--- src/rtl/uart_rx_ctrl.sv ---
// uart_rx_ctrl: UART receive controller.
// Sequences the oversampling data sampler, tracks the position within the frame,
// deserializes data LSB-first, and flags start glitches, parity errors and stop errors.
// Optional build macro UART_RX_ERR_CNT_EN adds an 8-bit saturating error counter port err_cnt.
module uart_rx_ctrl #(
    parameter int DATA_W = 8
) (
    input  logic              CLK,
    input  logic              RST,
    input  logic              RX_IN,
    input  logic [5:0]        Prescale,
    input  logic              PAR_EN,
    input  logic              PAR_TYP,
    input  logic              sampled_bit,
    input  logic              bit_ready,
    output logic              data_samp_en,
    output logic [4:0]        edge_cnt,
    output logic [DATA_W-1:0] P_DATA,
    output logic              data_valid,
    output logic              par_err,
    output logic              stp_err,
    output logic              strt_glitch,
    output logic              busy
`ifdef UART_RX_ERR_CNT_EN
    ,
    output logic [7:0]        err_cnt
`endif
);

    localparam int CNT_W = $clog2(DATA_W + 1);

    typedef enum logic [2:0] {
        IDLE,
        START,
        DATA,
        PARITY,
        STOP
    } state_t;

    state_t            state;
    state_t            next_state;

    logic [4:0]        edge_max_d;
    logic [4:0]        edge_max_q;
    logic              par_en_q;
    logic              par_typ_q;
    logic [CNT_W-1:0]  bit_cnt;
    logic [CNT_W-1:0]  bit_cnt_nxt;
    logic [DATA_W-1:0] shift_reg;
    logic              par_fail;
    logic              wrap;
    logic              glitch_d;
    logic              stp_err_d;
    logic              par_err_d;
    logic              valid_d;

    // Map the oversampling ratio to the last edge index; unsupported ratios fall back to 8.
    always_comb begin
        case (Prescale)
            6'd16:   edge_max_d = 5'd15;
            6'd32:   edge_max_d = 5'd31;
            default: edge_max_d = 5'd7;
        endcase
    end

    assign wrap        = (state != IDLE) && (edge_cnt == edge_max_q);
    assign bit_cnt_nxt = (state == DATA && bit_ready) ? bit_cnt + CNT_W'(1) : bit_cnt;

    // Frame configuration is captured only while idle so mid-frame changes have no effect.
    always_ff @(posedge CLK or posedge RST) begin
        if (RST) begin
            edge_max_q <= 5'd7;
            par_en_q   <= 1'b0;
            par_typ_q  <= 1'b0;
        end else if (state == IDLE) begin
            edge_max_q <= edge_max_d;
            par_en_q   <= PAR_EN;
            par_typ_q  <= PAR_TYP;
        end
    end

    // State register.
    always_ff @(posedge CLK or posedge RST) begin
        if (RST) begin
            state <= IDLE;
        end else begin
            state <= next_state;
        end
    end

    // Next-state logic; a bit arriving together with a wrap is consumed before the transition.
    always_comb begin
        next_state = state;
        case (state)
            IDLE: begin
                if (!RX_IN) next_state = START;
            end
            START: begin
                if (bit_ready && sampled_bit) next_state = IDLE;
                else if (wrap)                next_state = DATA;
            end
            DATA: begin
                if (wrap && (bit_cnt_nxt >= CNT_W'(DATA_W)))
                    next_state = par_en_q ? PARITY : STOP;
            end
            PARITY: begin
                if (wrap) next_state = STOP;
            end
            STOP: begin
                if (bit_ready) next_state = IDLE;
            end
            default: next_state = IDLE;
        endcase
    end

    // Output decode: sampler enable, busy and the status events that get registered below.
    always_comb begin
        busy         = (state != IDLE);
        data_samp_en = (state != IDLE);
        glitch_d     = (state == START) && bit_ready && sampled_bit;
        stp_err_d    = (state == STOP) && bit_ready && !sampled_bit;
        par_err_d    = (state == STOP) && bit_ready && sampled_bit && par_fail;
        valid_d      = (state == STOP) && bit_ready && sampled_bit && !par_fail;
    end

    // Edge counter, bit counter, shift register and parity-fail flag.
    always_ff @(posedge CLK or posedge RST) begin
        if (RST) begin
            edge_cnt  <= 5'd0;
            bit_cnt   <= '0;
            shift_reg <= '0;
            par_fail  <= 1'b0;
        end else begin
            if (state == IDLE || next_state == IDLE) edge_cnt <= 5'd0;
            else if (wrap)                           edge_cnt <= 5'd0;
            else                                     edge_cnt <= edge_cnt + 5'd1;

            if (state == IDLE && next_state == START) begin
                bit_cnt  <= '0;
                par_fail <= 1'b0;
            end else begin
                bit_cnt <= bit_cnt_nxt;
                if (state == PARITY && bit_ready &&
                    (sampled_bit != ((^shift_reg) ^ par_typ_q)))
                    par_fail <= 1'b1;
            end

            if (state == DATA && bit_ready)
                shift_reg <= {sampled_bit, shift_reg[DATA_W-1:1]};
        end
    end

    // Registered one-cycle status pulses; P_DATA only changes on a good frame.
    always_ff @(posedge CLK or posedge RST) begin
        if (RST) begin
            data_valid  <= 1'b0;
            par_err     <= 1'b0;
            stp_err     <= 1'b0;
            strt_glitch <= 1'b0;
            P_DATA      <= '0;
        end else begin
            data_valid  <= valid_d;
            par_err     <= par_err_d;
            stp_err     <= stp_err_d;
            strt_glitch <= glitch_d;
            if (valid_d) P_DATA <= shift_reg;
        end
    end

`ifdef UART_RX_ERR_CNT_EN
    // Saturating count of every error pulse.
    always_ff @(posedge CLK or posedge RST) begin
        if (RST) begin
            err_cnt <= 8'd0;
        end else if ((par_err || stp_err || strt_glitch) && (err_cnt != 8'hFF)) begin
            err_cnt <= err_cnt + 8'd1;
        end
    end
`endif

endmodule

--- config.mk ---
export PLATFORM = sky130hd
export DESIGN_NAME = uart_rx_ctrl
export DESIGN_NICKNAME = d
export VERILOG_FILES = /design/src/rtl/uart_rx_ctrl.sv
export SDC_FILE = /design/constraint.sdc
export NUM_CORES = 1
export LEC_CHECK = 0
export BUFFER_PORTS_ARGS = -buffer_cell sky130_fd_sc_hd__buf_2
export CORE_MARGIN = 3
export CORE_UTILIZATION = 49
export DETAILED_ROUTE_END_ITERATION = 10
export HOLD_SLACK_MARGIN = 0.05
export PLACE_DENSITY = 0.82
export SETUP_SLACK_MARGIN = 0.4
export SYNTH_ARGS = -nofsm -noshare
export SYNTH_HDL_FRONTEND = slang
export SYNTH_SLANG_ARGS = --single-unit
--- constraint.sdc ---
create_clock -name CLK -period 1.9 [get_ports CLK]
set_clock_uncertainty 0.1 [all_clocks]
set_input_delay 0.38 -clock CLK [delete_from_list [all_inputs] [get_ports CLK]]
set_output_delay 0.38 -clock CLK [all_outputs]
set_load 0.005 [all_outputs]
==> results of run 1 <==
## repair_timing
| item | in CTS | in global routing |
|---|---|---|
| hold buffers | 1 | 0 |
| resized for setup | 20 | 32 |
| gates cloned | 1 | 0 |
| endpoints found under the setup margin | 34 | 37 |
| buffers inserted | 14 | 15 |
| pin swaps | 7 | 12 |
| hold endpoints to repair | 37 | 0 |
## cell usage in the layout, fill, tap and decap left out, types with 2 or more instances in the layout
| master | Yosys | final |
|---|---|---|
| mux2_4 | 0 | 8 |
| xnor2_2 | 0 | 3 |
| dfrtp_2 | 0 | 4 |
| nand2_2 | 0 | 2 |
| and4bb_4 | 0 | 2 |
| nand2_1 | 5 | 3 |
| nor2_4 | 0 | 5 |
| xnor2_1 | 10 | 7 |
| nand3_1 | 4 | 3 |
| dfrtp_1 | 37 | 33 |
| nor2_1 | 10 | 4 |
| inv_1 | 5 | 5 |
| clkbuf_4 | 0 | 5 |
| buf_6 | 0 | 8 |
| nor3_4 | 1 | 2 |
| mux2_2 | 18 | 10 |
| nand4_1 | 2 | 2 |
| buf_2 | 2 | 28 |
| buf_4 | 2 | 26 |
| xor2_1 | 7 | 6 |
## power by group through the flow
stage	clock network (mW)	registers [mW]	logic [mW]
floorplan	0	0.941	0.422
global placement	0	0.964	0.458
detailed placement	0	0.978	0.484
CTS	0.581	0.946	0.683
global route	0.634	0.977	0.947
finish	0.594	0.967	0.878
## stage by stage
| step | std cells | area (um^2) | setup slack, ns | hold slack, ns | util (%) |
|---|---|---|---|---|---|
| after floorplan | 134 | 1725 | 0.08196 | 0.3498 | - |
| after global placement | 206 | 1914 | 0.1340 | 0.3661 | 60.71 |
| after detailed placement | 206 | 1914 | 0.06950 | 0.3914 | 60.71 |
| after CTS | 230 | 2203 | 0.09279 | 0.1462 | 69.88 |
| after global routing | 245 | 2470 | 0.01138 | 0.1159 | 78.33 |
| final | 245 | 2470 | 0.03967 | 0.1407 | 78.33 |
## metal layers
| layer | vias up | track usage (%) |
|---|---|---|
| met4 | 0 | 13.46 |
| met2 | 55 | 34.79 |
| met3 | 15 | 5.026 |
| met1 | 655 | 25.14 |
| met5 | - | 0 |
| li1 | 599 | - |
## final cells by class
type                            count  area [um^2]  area share (%)
Inverter                            5        18.77          0.7599
Timing Repair Buffer               64        455.4           18.44
Clock inverter                      1        30.03           1.216
Tap cell                           44        55.05           2.229
Multi-Input combinational cell     87        924.6           37.44
Sequential cell                    37        930.9           37.69
Clock buffer                        7        55.05           2.229
## cell families (layout without fill, tap and decap cells)
logic type | count (synthesis) | count (layout) | share of synthesized area (%)
DFF | 37 | 37 | 55.06
and+or+nand+nor | 33 | 34 | 11.31
xor gates and xnor gates | 18 | 18 | 10.19
buffers and inverters | 11 | 77 | 3.051
AOI/OAI and AO/OA | 14 | 14 | 6.251
muxes | 19 | 19 | 12.65
adders and majority gates | 2 | 2 | 1.488
## critical path, cell delays in order (launching register included)
cell and delay, ns:
dfrtp_2 0.46, or3_4 0.42, buf_6 0.13
## worst max path at each step
stage                         from  slack (ns)  cells after the start      endpoint
after floorplan           state[1]        0.08                      5     P_DATA[0]
after global placement    state[0]        0.13                      4     P_DATA[1]
after CTS                 state[2]        0.09                      2          busy
after global routing      state[0]        0.01                      2          busy
after detailed placement  state[0]        0.07                      4     P_DATA[0]
final                     state[0]        0.04                      2  data_samp_en
==> summary.txt, run 1 <==
Run status
  • Status: finished, final reports clean

Timing
  • Max Fclk: 537.5 MHz
  • Fin. Hold Viols: 0
  • Rel. slew slack: 69.48%
  • Setup Viol. Count Final: 0
  • Period utilization: 97.91%
  • Sum Neg Setup Slack: 0 ns
  • Worst-margin pin slew: 0.4578 ns
  • Pins Over Slew Limit: 0
  • Crit path time final: 1.860 ns
  • RSZ-0062 raised after global routing: yes

Logic synthesis
  • Synthesized flop and latch total: 37
  • Synthesized Nets: 149
  • Mapped Area: 0.001682 mm^2
  • Warnings from Yosys: 0
  • Ranking of synthesized cells by area: dfrtp_1 (55%), mux2_2 (12%), xnor2_1 (5.2%), xor2_1 (3.6%), nor2_1 (2.2%)
  • Most frequent cell after synthesis: dfrtp_1
  • Yosys cell types: 39
  • Post-synth top area cell: dfrtp_1
  • Area share of the largest cell type after synthesis: 55.06%
  • Post-synthesis sequential area ratio: 55.06%
  • Mean Syn Cell Area: 12.55 um^2
  • Asr flop ratio synth: 100.0%
  • Cells after Synth: 134
  • Top_reg_cell synth: dfrtp_1
  • Commonest cells in the netlist: dfrtp_1 (37), mux2_2 (18), nor2_1 (10), xnor2_1 (10), xor2_1 (7)
  • Post-synth EDFFs: 0

Power and ir drop
  • Sequential fraction of design power: 39.7%
  • Int Power: 1.649 mW
  • Clock power frac: 24.3%
  • Max VDD drop: 0.0005423 V
  • Total Power: 2.438 mW
  • Leakage power: 1.213 nW
  • Gate power share: 36.0%
  • Pwr Density: 987.2 mW/mm^2
  • Sw frac: 32.36%
  • Switching pwr: 0.7891 mW

Clock tree
  • Sink Count: 37
  • Clk slew on worst S/H paths: 0.12 ns
  • Clk_lat worst skew: 0.37 ns
  • CTS Buffer Depth: 2
  • CTS HTree Levels: 2
  • Root buffer cell: clkbuf_4
  • CTS tree: done
  • TritonCTS Buffers: 5

Detailed routing
  • Avg WL per Cell: 18.12 um
  • Vias per Instance: 5.404
  • Final wirelength: 4.439 mm
  • Vias: 1324
  • Number of routed nets with antenna violations: 0
  • Metal3 WL: 272 um
  • Top Metal Used: met4
  • DRT Pass-1 Iters: 4
  • Routed wl met2: 2.189 mm
  • Met1 WL: 1.804 mm
  • Initial DRC count: 78
  • DRC violations left: 0

Placed design
  • Port bufs: 31
  • Dpl hpwl: 2.303 mm
  • Gpl congestion: 0.7686

Worst setup path
  • Crit start category: register
  • Crit end category: primary output
  • R2R depth: 4
  • Required @ worst endpoint: 1.42 ns
  • Max Fanout on Critical Path: 4
  • Worst R2R Setup Slack: 0.11 ns
  • RR Endpoint: P_DATA[0]
  • RR Startpoint: state[0]
  • Crit Path Category: register to primary output
  • Arrival time at the worst endpoint: 1.38 ns

Die
  • Initial core utilization: 53.33%
  • Number of cell rows: 20
  • Placeable Area: 0.003153 mm^2
  • Die X: 64.58 um
  • IO Pins: 32
  • Die Span Y: 64.58 um
  • Die area: 0.004171 mm^2

Global routing
  • Largest net degree at the start of global routing: 38
  • Tot GR Track Use: 21.28%
  • Initial antenna violation count: 0
  • Total gr overflow: 0
  • Vias in the first global route: 1383
  • First-pass GRT wire length: 6.589 mm

Final layout
  • Ratio of cells with drive above 1 in the final layout: 61.19%
  • Final nets: 215
  • Area grow syn2layout: 46.88%
  • Antenna cells: 0
  • FILL cells: 193

Flow run
  • Max Cap Viol: 0

Worst hold path
  • Worst Hold Class: primary input to register
  • Hold Path Stages: 2
  • Worst Hold Launch: Prescale[4]
  • Sink of the worst hold path: edge_max_q[4]
Note: power is estimated with default switching activity, not from simulation.
==> inputs of run 2 (changes only) <==
==> constraint.sdc (replaced) <==
create_clock -name CLK -period 1.9 [get_ports CLK]
set_clock_uncertainty 0.1 [all_clocks]
set_input_delay 0.38 -clock CLK [delete_from_list [all_inputs] [get_ports CLK]]
set_output_delay 0.38 -clock CLK [all_outputs]
set_load 0.02 [all_outputs]
==> summary.txt, run 2 (same netlist as run 1, synthesis figures left out) <==
Worst setup path
  • Crit end category: primary output (unchanged)
  • Crit start category: register (unchanged)
  • Max Fanout on Critical Path: 4 (unchanged)
  • Arrival time at the worst endpoint: 1.44 ns (was 1.38 ns)
  • Crit Path Category: register to primary output (unchanged)
  • Required @ worst endpoint: 1.42 ns (about the same)

Final layout
  • Fin util: 73.29% (was 78.33%)
  • FILL cells: 215 (was 193)
  • Area grow syn2layout: 37.43% (was 46.88%)
  • Final nets: 200 (was 215)
  • Ratio of cells with drive above 1 in the final layout: 52.69% (was 61.19%)
  • Most common cell after layout, fill and taps aside: dfrtp_1 (unchanged)
  • Most frequent cells in the layout: dfrtp_1 (33), buf_2 (28), mux2_4 (18) (was dfrtp_1 (33), buf_2 (28), buf_4 (26))
  • Final instance area: 0.002311 mm^2 (was 0.002470 mm^2)
  • Antenna cells: 0 (unchanged)
  • Non-Filler Instances: 230 (was 245)

Detailed routing
  • DRC violations left: 0 (unchanged)
  • Vias: 1220 (was 1324)
  • DRT Pass-1 Iters: 4 (unchanged)
  • Avg WL per Cell: 17.34 um (was 18.12 um)
  • Number of routed nets with antenna violations: 0 (unchanged)
  • Vias per Instance: 5.304 (was 5.404)
  • Final wirelength: 3.988 mm (was 4.439 mm)
  • Initial DRC count: 71 (was 78)

Clock tree
  • Root buffer cell: clkbuf_4 (unchanged)
  • Clk slew on worst S/H paths: 0.10 ns (was 0.12 ns)
  • Sink Count: 37 (unchanged)
  • CTS tree: done (unchanged)
  • TritonCTS Buffers: 5 (unchanged)
  • CTS HTree Levels: 2 (unchanged)
  • Clk_lat worst skew: 0.35 ns (was 0.37 ns)
  • CTS Buffer Depth: 2 (unchanged)

Global routing
  • Vias in the first global route: 1240 (was 1383)
  • First-pass GRT wire length: 5.892 mm (was 6.589 mm)
  • Total gr overflow: 0 (unchanged)
  • Largest net degree at the start of global routing: 38 (unchanged)
  • Tot GR Track Use: 19.25% (was 21.28%)
  • Initial antenna violation count: 0 (unchanged)

Timing
  • Crit path time final: 1.916 ns (was 1.860 ns)
  • Setup Viol. Count Final: 2 (was 0)
  • Rel. slew slack: 68.82% (was 69.48%)
  • Worst-margin pin slew: 0.4677 ns (was 0.4578 ns)
  • Fin. Hold Viols: 0 (unchanged)
  • RSZ-0062 raised after global routing: yes (unchanged)
  • Post-route setup slack: -0.01601 ns (was 0.03967 ns)
  • Period utilization: 100.8% (was 97.91%)
  • Max Fclk: 521.9 MHz (was 537.5 MHz)
  • Hold WS: 0.1559 ns (was 0.1407 ns)
  • Sum Neg Setup Slack: -0.03048 ns (was 0 ns)
  • Pins Over Slew Limit: 0 (unchanged)

Placed design
  • Dpl hpwl: 2.299 mm (was 2.303 mm)
  • Pre-CTS WS: -0.03985 ns (was 0.06950 ns)
  • Cells after DPL: 207 (was 206)
  • Cell Area, Placed: 0.001948 mm^2 (was 0.001914 mm^2)
  • Gpl congestion: 0.8354 (was 0.7686)
  • Port bufs: 31 (unchanged)

Power and ir drop
  • Total Power: 2.285 mW (was 2.438 mW)
  • Max VDD drop: 0.0004899 V (was 0.0005423 V)
  • Leakage power: 1.141 nW (was 1.213 nW)
  • Pwr Density: 988.8 mW/mm^2 (was 987.2 mW/mm^2)

Die
  • Placeable Area: 0.003153 mm^2 (unchanged)
  • IO Pins: 32 (unchanged)
  • Die area: 0.004171 mm^2 (unchanged)
  • Die Span Y: 64.58 um (unchanged)
  • Die X: 64.58 um (unchanged)
  • Number of cell rows: 20 (unchanged)
  • Initial core utilization: 53.33% (unchanged)

Run status
  • Failing checks: negative setup slack
  • Status: finished, violations left (was finished, final reports clean)

Flow run
  • Max Cap Viol: 0 (unchanged)

Worst hold path
  • Worst Hold Class: primary input to register (unchanged)
==> run 2: cell types whose count changed in the layout (fill, tap and decap cells not counted), moves of 3 or more <==
| cell | before | now |
|---|---|---|
| buf_4 | 26 | 11 |
| mux2_2 | 10 | 0 |
| mux2_4 | 8 | 18 |
| nor2_1 | 4 | 9 |
| nor2_4 | 5 | 1 |
| xnor2_1 | 7 | 10 |
| xnor2_2 | 3 | 0 |
==> run 2: worst max-delay path, stage by stage, from the launching register on <==
cell and delay (ns):
dfrtp_1 0.41, buf_6 0.12, or3_4 0.40, buf_6 0.15
==> run 2: worst paths after layout <==
check	from	endpoint	slack (ns)	depth (start not counted)
setup / recovery	state[1]	busy	-0.02	3
hold reg to reg	P_DATA[6]	P_DATA[6]	0.41	1
max in group asynchronous	RST	state[2]	0.78	4
setup reg to reg	state[1]	P_DATA[5]	0.06	5
min in group asynchronous	RST	par_typ_q	0.57	4
hold / removal	Prescale[4]	edge_max_q[4]	0.16	2
==> run 2: timing repair <==
item / in CTS / in global routing
endpoints found under the setup margin: 34 / 36
hold buffers: 1 / 0
gates cloned: 0 / 0
setup buffers: 9 / 5
pin swaps: 8 / 10
gates resized for setup: 13 / 27
endpoints found under the hold margin: 37 / 0
==> run 2: per-layer routing <==
| layer | global-route usage [%] | vias up | share of wire, % |
|---|---|---|---|
| met5 | 0 | - | 0 |
| met4 | 11.61 | 0 | 1.8 |
| met3 | 6.412 | 7 | 4.1 |
| met2 | 30.15 | 25 | 51 |
| met1 | 22.96 | 622 | 43 |
| li1 | - | 566 | - |
==> run 2: where the power goes <==
group          leakage [nW]  internal [mW]  switching (mW)  total, mW
logic                 0.608          0.464           0.417      0.881
registers             0.501          0.874          0.0925      0.966
clock network        0.0326          0.183           0.255      0.438
total                  1.14           1.52           0.765       2.29
==> run 2: cell type report <==
| cell class | instances | area [um^2] | area share, % |
|---|---|---|---|
| tap | 44 | 55.05 | 2.382 |
| sequential | 37 | 930.9 | 40.28 |
| timing repair buffer | 50 | 362.8 | 15.70 |
| clock buffer | 8 | 58.81 | 2.545 |
| inverter | 5 | 18.77 | 0.8121 |
| multi-input combinational | 86 | 884.6 | 38.28 |
==> inputs of run 3 (changes only) <==
Settings changed: CORE_MARGIN 3 to unset.
==> summary.txt, run 3 (same netlist as run 1, synthesis figures left out) <==
Run status
  • Status: finished, final reports clean (was finished, violations left)

Timing
  • Worst-margin pin slew: 0.3737 ns (was 0.4677 ns)
  • RSZ-0062 raised after global routing: yes (unchanged)
  • Period utilization: 96.38% (was 100.8%)
  • Sum Neg Setup Slack: 0 ns (was -0.03048 ns)
  • Setup Viol. Count Final: 0 (was 2)
  • Max Fclk: 546.1 MHz (was 521.9 MHz)
  • Hold WS: 0.1619 ns (was 0.1559 ns)
  • Crit path time final: 1.831 ns (was 1.916 ns)
  • Rel. slew slack: 75.06% (was 68.82%)
  • Fin. Hold Viols: 0 (unchanged)
  • Pins Over Slew Limit: 0 (unchanged)

Detailed routing
  • DRT Pass-1 Iters: 4 (unchanged)
  • Final wirelength: 4.390 mm (was 3.988 mm)
  • Avg WL per Cell: 18.07 um (was 17.34 um)
  • Vias per Instance: 5.453 (was 5.304)
  • Initial DRC count: 66 (was 71)
  • Vias: 1325 (was 1220)
  • DRC violations left: 0 (unchanged)
  • Number of routed nets with antenna violations: 0 (unchanged)

Placed design
  • Gpl congestion: 0.7926 (was 0.8354)
  • Dpl hpwl: 2.466 mm (was 2.299 mm)
  • Port bufs: 31 (unchanged)

Clock tree
  • CTS tree: done (unchanged)
  • CTS HTree Levels: 2 (unchanged)
  • Root buffer cell: clkbuf_4 (unchanged)
  • Sink Count: 37 (unchanged)
  • CTS Buffer Depth: 2 (unchanged)
  • Clk slew on worst S/H paths: 0.11 ns (was 0.10 ns)
  • Clk_lat worst skew: 0.35 ns (about the same)
  • TritonCTS Buffers: 5 (unchanged)

Worst setup path
  • Crit start category: register (unchanged)
  • Worst R2R Setup Slack: 0.08 ns (was 0.06 ns)
  • Crit end category: primary output (unchanged)
  • RR Startpoint: state[1] (unchanged)
  • Crit Path Category: register to primary output (unchanged)
  • Arrival time at the worst endpoint: 1.35 ns (was 1.44 ns)
  • R2R depth: 4 (was 5)
  • Required @ worst endpoint: 1.42 ns (about the same)
  • Max Fanout on Critical Path: 4 (unchanged)
  • RR Endpoint: P_DATA[6] (was P_DATA[5])

Die
  • Initial core utilization: 53.33% (unchanged)
  • Die X: 60.58 um (was 64.58 um)
  • Die Span Y: 60.58 um (was 64.58 um)
  • Number of cell rows: 20 (unchanged)
  • Placeable Area: 0.003153 mm^2 (unchanged)
  • Die area: 0.003670 mm^2 (was 0.004171 mm^2)
  • IO Pins: 32 (unchanged)

Final layout
  • Most frequent cells in the layout: dfrtp_1 (33), buf_2 (27), buf_4 (19) (was dfrtp_1 (33), buf_2 (28), mux2_4 (18))
  • Final nets: 213 (was 200)
  • Area grow syn2layout: 44.87% (was 37.43%)
  • FILL cells: 191 (was 215)
  • Ratio of cells with drive above 1 in the final layout: 54.27% (was 52.69%)
  • Antenna cells: 0 (unchanged)
  • Most common cell after layout, fill and taps aside: dfrtp_1 (unchanged)

Worst hold path
  • Worst Hold Launch: Prescale[4] (unchanged)
  • Worst Hold Class: primary input to register (unchanged)
  • Hold Path Stages: 2 (unchanged)
  • Sink of the worst hold path: edge_max_q[4] (unchanged)

Power and ir drop
  • Pwr Density: 947.5 mW/mm^2 (was 988.8 mW/mm^2)
  • Total Power: 2.308 mW (was 2.285 mW)
  • Leakage power: 1.218 nW (was 1.141 nW)
  • Max VDD drop: 0.0005575 V (was 0.0004899 V)

Global routing
  • Tot GR Track Use: 23.02% (was 19.25%)
  • First-pass GRT wire length: 5.927 mm (was 5.892 mm)
  • Total gr overflow: 0 (unchanged)
  • Largest net degree at the start of global routing: 17 (was 38)
  • Vias in the first global route: 1287 (was 1240)
  • Initial antenna violation count: 0 (unchanged)

Flow run
  • Max Cap Viol: 0 (unchanged)
run 3: power by group:
group	switching [mW]	leakage, nW	internal (mW)
combinational	0.413	0.676	0.457
clock	0.255	0.0413	0.214
sequential	0.0953	0.501	0.874
run 3: per-layer routing:
layer	routed length, um	global-route usage (%)
met5	0	0
met4	103	8.766
met3	174	6.183
met1	1820	27.75
met2	2292	39.56
run 3: worst max path at each step:
stage / to / from / slack, ns
floorplan: P_DATA[0] / state[1] / 0.08
global placement: P_DATA[1] / state[1] / 0.13
detailed placement: P_DATA[3] / state[1] / 0.07
CTS: busy / state[2] / 0.07
global route: data_samp_en / state[0] / 0.03
finish: busy / state[0] / 0.07
run 3: critical path, stage by stage (launching register included):
cell and delay (ns):
dfrtp_1 0.43, or3_4 0.44, buf_6 0.15
run 3: through the flow:
| step | setup WS (ns) | utilization [%] | area (um^2) | instances |
|---|---|---|---|---|
| final | 0.06872 | 77.26 | 2436 | 243 |
| after floorplan | 0.07648 | - | 1780 | 134 |
| after CTS | 0.07101 | 71.43 | 2252 | 233 |
| after global routing | 0.02875 | 77.26 | 2436 | 243 |
| after detailed placement | 0.07417 | 62.66 | 1976 | 209 |
| after global placement | 0.1347 | 62.66 | 1976 | 209 |
run 3: repair_timing:
item,4_1_cts,5_1_grt
setup endpoints to repair,31,37
buffers inserted,14,9
gates cloned,1,1
hold buffers,1,0
pin swaps,4,15
endpoints found under the hold margin,8,0
gates resized for setup,12,27
run 3: cell type report:
cell class                 instances  area, um^2  share of cell area (%)
multi-input combinational         86       850.8                   34.93
clock inverter                     1       5.005                  0.2054
tap                               44       55.05                   2.260
inverter                           5       18.77                  0.7704
timing repair buffer              63       510.5                   20.96
clock buffer                       7       65.06                   2.671
sequential                        37       930.9                   38.21
